<file path="config.mk">
export PLATFORM = sky130hd
export DESIGN_NAME = load_data_ctrl
export DESIGN_NICKNAME = d
export VERILOG_FILES = /design/src/rtl/fsmd_pkg.sv /design/src/rtl/load_data_ctrl.sv
export SDC_FILE = /design/constraint.sdc
export NUM_CORES = 1
export LEC_CHECK = 0
export CORE_AREA = 3 3 56 58
export CTS_BUF_LIST = sky130_fd_sc_hd__clkbuf_2
export DETAILED_ROUTE_END_ITERATION = 10
export DIE_AREA = 0 0 59 61
export MAX_ROUTING_LAYER = met4
export PLACE_DENSITY = 0.64
export SLEW_MARGIN = 20
export SYNTH_ARGS = -nofsm -noshare
export SYNTH_HDL_FRONTEND = slang
export SYNTH_SLANG_ARGS = --single-unit
</file>
<file path="constraint.sdc">
create_clock -name CLK -period 3.65 [get_ports CLK]
set_input_delay 0.9125 -clock CLK [delete_from_list [all_inputs] [get_ports CLK]]
set_output_delay 0.9125 -clock CLK [all_outputs]
set_load 0.005 [all_outputs]
</file>
<file path="src/rtl/fsmd_pkg.sv">
// Shared FSMD definitions: controller state encoding and the default burst
// geometry used by both the input loader and the output counter.
package fsmd_pkg;

    typedef enum logic [1:0] {
        IDLE = 2'b00,
        LOAD = 2'b01,
        DONE = 2'b10
    } fsmd_state_e;

    localparam int DEF_DATA_WIDTH = 8;
    localparam int DEF_NUM_WORDS  = 8;
    localparam int DEF_ADDR_WIDTH = 3;

endpackage : fsmd_pkg

</file>
<file path="src/rtl/load_data_ctrl.sv">
// Operand loader: accepts a burst of NUM_WORDS words over a valid/ready
// handshake and writes them in order into the datapath register file.
module load_data_ctrl
    import fsmd_pkg::*;
#(
    parameter int DATA_WIDTH = DEF_DATA_WIDTH,
    parameter int NUM_WORDS  = DEF_NUM_WORDS,
    parameter int ADDR_WIDTH = DEF_ADDR_WIDTH
) (
    input  logic                  CLK,
    input  logic                  RST,
    input  logic                  En_Load,
    input  logic                  IN_VALID,
    input  logic [DATA_WIDTH-1:0] IN_DATA,
    output logic                  IN_READY,
    output logic                  WR_EN,
    output logic [ADDR_WIDTH-1:0] WR_ADDR,
    output logic [DATA_WIDTH-1:0] WR_DATA,
    output logic [3:0]            Count,
    output logic                  Done_Flag,
    output logic                  Ovf_Flag
);

    // One spare bit so a 16-word burst can still be recognised as complete;
    // the Count port shows the low four bits.
    localparam logic [4:0] LAST_IDX = 5'(NUM_WORDS - 1);

    fsmd_state_e           state_r;
    fsmd_state_e           state_s;
    logic [4:0]            count_r;
    logic                  done_r;
    logic                  ovf_r;
    logic                  wr_en_r;
    logic [ADDR_WIDTH-1:0] wr_addr_r;
    logic [DATA_WIDTH-1:0] wr_data_r;
    logic                  in_ready_s;
    logic                  accept_s;
    logic                  last_beat_s;

    // Next-state decode and handshake ready.
    always_comb begin
        state_s    = state_r;
        in_ready_s = 1'b0;
        case (state_r)
            IDLE: begin
                if (En_Load) begin
                    state_s = LOAD;
                end else begin
                    state_s = IDLE;
                end
            end
            LOAD: begin
                in_ready_s = En_Load;
                if (!En_Load) begin
                    state_s = IDLE;
                end else if (IN_VALID && (count_r == LAST_IDX)) begin
                    state_s = DONE;
                end else begin
                    state_s = LOAD;
                end
            end
            DONE: begin
                if (!En_Load) begin
                    state_s = IDLE;
                end else begin
                    state_s = DONE;
                end
            end
            default: begin
                state_s = IDLE;
            end
        endcase
    end

    assign accept_s    = IN_VALID & in_ready_s;
    assign last_beat_s = (count_r == LAST_IDX);

    // State register, beat counter and status flags.
    always_ff @(posedge CLK) begin
        if (RST) begin
            state_r <= IDLE;
            count_r <= 5'd0;
            done_r  <= 1'b0;
            ovf_r   <= 1'b0;
        end else begin
            state_r <= state_s;
            if ((state_r != IDLE) && !En_Load) begin
                count_r <= 5'd0;
                done_r  <= 1'b0;
                ovf_r   <= 1'b0;
            end else if (accept_s) begin
                count_r <= count_r + 5'd1;
                done_r  <= last_beat_s;
            end else if ((state_r == DONE) && IN_VALID) begin
                ovf_r   <= 1'b1;
            end else begin
                count_r <= count_r;
            end
        end
    end

    // Register-file write port: one-cycle strobe per accepted beat.
    always_ff @(posedge CLK) begin
        if (RST) begin
            wr_en_r   <= 1'b0;
            wr_addr_r <= '0;
            wr_data_r <= '0;
        end else begin
            wr_en_r <= accept_s;
            if (accept_s) begin
                wr_addr_r <= count_r[ADDR_WIDTH-1:0];
                wr_data_r <= IN_DATA;
            end else begin
                wr_addr_r <= wr_addr_r;
            end
        end
    end

    assign IN_READY  = in_ready_s;
    assign WR_EN     = wr_en_r;
    assign WR_ADDR   = wr_addr_r;
    assign WR_DATA   = wr_data_r;
    assign Count     = count_r[3:0];
    assign Done_Flag = done_r;
    assign Ovf_Flag  = ovf_r;

endmodule : load_data_ctrl

</file>
==> qor.csv <==
stage,metric,value,unit
setup_path,R2R Path End,count_r[4],
drt,Final ANT Viol Nets,0,
synthesis,top cell type's share of synthesized area,51.2,%
finish,Filler Cell Count,299,
sta,Max Slew Vio Count,0,
sta,Final Setup Violations,0,
synthesis,synthesized area per cell,8.38,µm²
clock_network,Root Driver,clkbuf_2,
run_status,status,finished clean,
drt,via count,745,
finish,Nets,138,
clock_network,CTS clock-pin slew for the worst setup and hold paths,190,ps
power,worst vdd rail ir drop,0.265,mV
finish,area grow syn2layout,38.0,%
clock_network,clk sinks,21,
setup_path,WS Path Type,in -> out,
grt,first-pass GRT wire length,2970,µm
drt,metal3 WL,129,µm
sta,Hold WS,467,ps
grt,Total GRT Usage,11.0,%
drt,routed length on met1,749,µm
placed_design,PortBufs,30,
min_path,hold crit path type,reg -> reg,
clock_network,Post CTS Setup Buffer Count,0,
synthesis,"Seq/Total Area, Yosys",51.2,%
setup_path,Reg2Reg Depth,3,
synthesis,Cell variety after synth,21,
min_path,Hold Path Origin,WR_DATA[1],
synthesis,"flops & latches, synth",21,
sta,skew final,13.2,ps
clock_network,CTS HTree Levels,1,
synthesis,synth cell count leaders,"nand2_1 (27), dfxtp_1 (21), a21oi_1 (16), buf_4 (5), nor2_1 (4)",
sta,min Tclk post-route,3090,ps
grt,largest net degree at the start of global routing,16,
job,Max Cap Viol,0,
drt,Total Wirelength,1790,µm
synthesis,Synth area leaders,"dfxtp_1 (51%), nand2_1 (12%), a21oi_1 (9.8%)",
synthesis,Post-synth EDFFs,0,
setup_path,crit-path max FO,6,
placed_design,gp weighted congestion,0.756,
setup_path,FF-to-FF Start,state_r[1],
synthesis,Yosys warnings,0,
drt,top sig layer,met3,
setup_path,FF-to-FF setup slack,1940,ps
sta,slew margin rel.,61.7,%
floorplan,DIE WIDTH,59,µm
setup_path,CP endpoint kind,primary output,
sta,Worst-Margin Slew,572,ps
drt,metal2 WL,905,µm
finish,Ant. Diodes,0,
drt,via density per instance,4.81,
floorplan,Core Area,0.00271,mm²
synthesis,Post-Syn Instances,98,
clock_network,CTS tree,built,
grt,"Remaining Overflow, GRT",0,
clock_network,post-CTS sizing,0,
synthesis,Syn Std Cell Area,821,µm²
synthesis,fraction of registers with async set/reset,0,%
synthesis,Synth Flop Type,dfxtp_1,
placed_design,dpl hpwl,1350,µm
finish,Final Util,41.8,%
floorplan,die height,61,µm
setup_path,CP Data Required Time,2740,ps
power,pwr dens,318,mW/mm²
setup_path,CP Launch Type,primary input,
sta,Final Hold Vio Count,0,
grt,antenna violations before repair,0,
grt,number of global-route vias before repair,684,
sta,final worst-path cycle share,84.7,%
clock_network,buffer levels on the longest clock path,2,
min_path,hold depth,2,
drt,Residual DRC,0,
floorplan,Initial Util,30.3,%
min_path,worst hold endpoint,WR_DATA[1],
clock_network,Num CTS Buffers,3,
floorplan,die area,0.00360,mm²
drt,wire per inst,11.5,µm
setup_path,critical path arrival,2180,ps
clock_network,clk_lat worst skew,310,ps
synthesis,net count after synthesis,111,
floorplan,I/O pin cnt,31,
sta,fmax,323,MHz
power,Static Leakage,0.372,nW
drt,First-pass DRT Iterations,4,
synthesis,largest area contributor in the netlist,dfxtp_1,
sta,setup TNS,0,ps
synthesis,top-count cell post-synth,nand2_1,
drt,DR iter-0 viols,8,
finish,share of cells above drive strength 1,4.84,%
floorplan,Rows,19,
clock_network,"Hold-fix buffers, CTS",0,
sta,RSZ-0062 raised after global routing,false,
## final cells by class
| type | count | area, µm² | share of cell area [%] |
|---|---|---|---|
| flip-flops and latches | 21 | 420 | 37.1 |
| multi-input cells | 66 | 338 | 29.8 |
| repair buffers | 31 | 308 | 27.2 |
| well taps | 31 | 38.8 | 3.43 |
| clock buffers | 4 | 20.0 | 1.77 |
| inverters | 2 | 7.51 | 0.663 |
## layout by cell type, fill, tap and decap left out, types with 2 or more instances in the layout
cell,instances
dfxtp_1,21
a21oi_1,16
or3_1,3
inv_1,2
nand2_1,27
clkbuf_2,4
nand3_1,3
clkdlybuf4s50_1,30
o21ai_0,3
nor2_1,4
## stage by stage
step,setup WS [ps],cell area [µm²],power [mW],cells
4_1_cts,551,1130,0.366,155
3_5_place_dp,544,1110,0.271,151
2_1_floorplan,1620,821,0.251,98
6_report,557,1130,0.360,155
3_3_place_gp,583,1110,0.270,151
5_1_grt,493,1130,0.379,155
## cells by family after synthesis
logic type	count (synthesis)	synth area share, %
xor+xnor	1	1.07
compound gates	22	14.3
buf+inv	11	7.62
simple gates	42	24.2
flops	21	51.2
fa+ha+maj	1	1.52
## layer usage
layer / global-route usage [%] / up-vias
li1: - / 378
met1: 12.1 / 345
met2: 18.9 / 22
met3: 4.89 / 0
met4: 1.29 / 0
met5: - / -
## power by group
group          total [mW]  leakage (nW)  internal (mW)  switching (mW)
registers           0.235         0.170          0.233         0.00238
logic              0.0311         0.185         0.0187          0.0124
clock network      0.0942        0.0166         0.0290          0.0651
## critical path, cell delays in order
cell and delay (ps):
clkdlybuf4s50_1 540, nor3b_1 200, clkdlybuf4s50_1 530
## how the worst max path moves through the flow
| stage | depth (start not counted) | slack (ps) | end | startpoint |
|---|---|---|---|---|
| 2_1_floorplan | 1 | 1620 | IN_READY | En_Load |
| 3_3_place_gp | 3 | 580 | IN_READY | En_Load |
| 3_5_place_dp | 3 | 540 | IN_READY | En_Load |
| 4_1_cts | 3 | 550 | IN_READY | En_Load |
| 5_1_grt | 3 | 490 | IN_READY | En_Load |
| 6_report | 3 | 560 | IN_READY | En_Load |
## state kept, by name (all words and copies together), names as in the netlist
register,flops
WR_EN,1
Done_Flag,1
Ovf_Flag,1
WR_DATA,8
WR_ADDR,3
state_r,2
count_r,5
No activity file was read; power rests on OpenSTA's default activity.
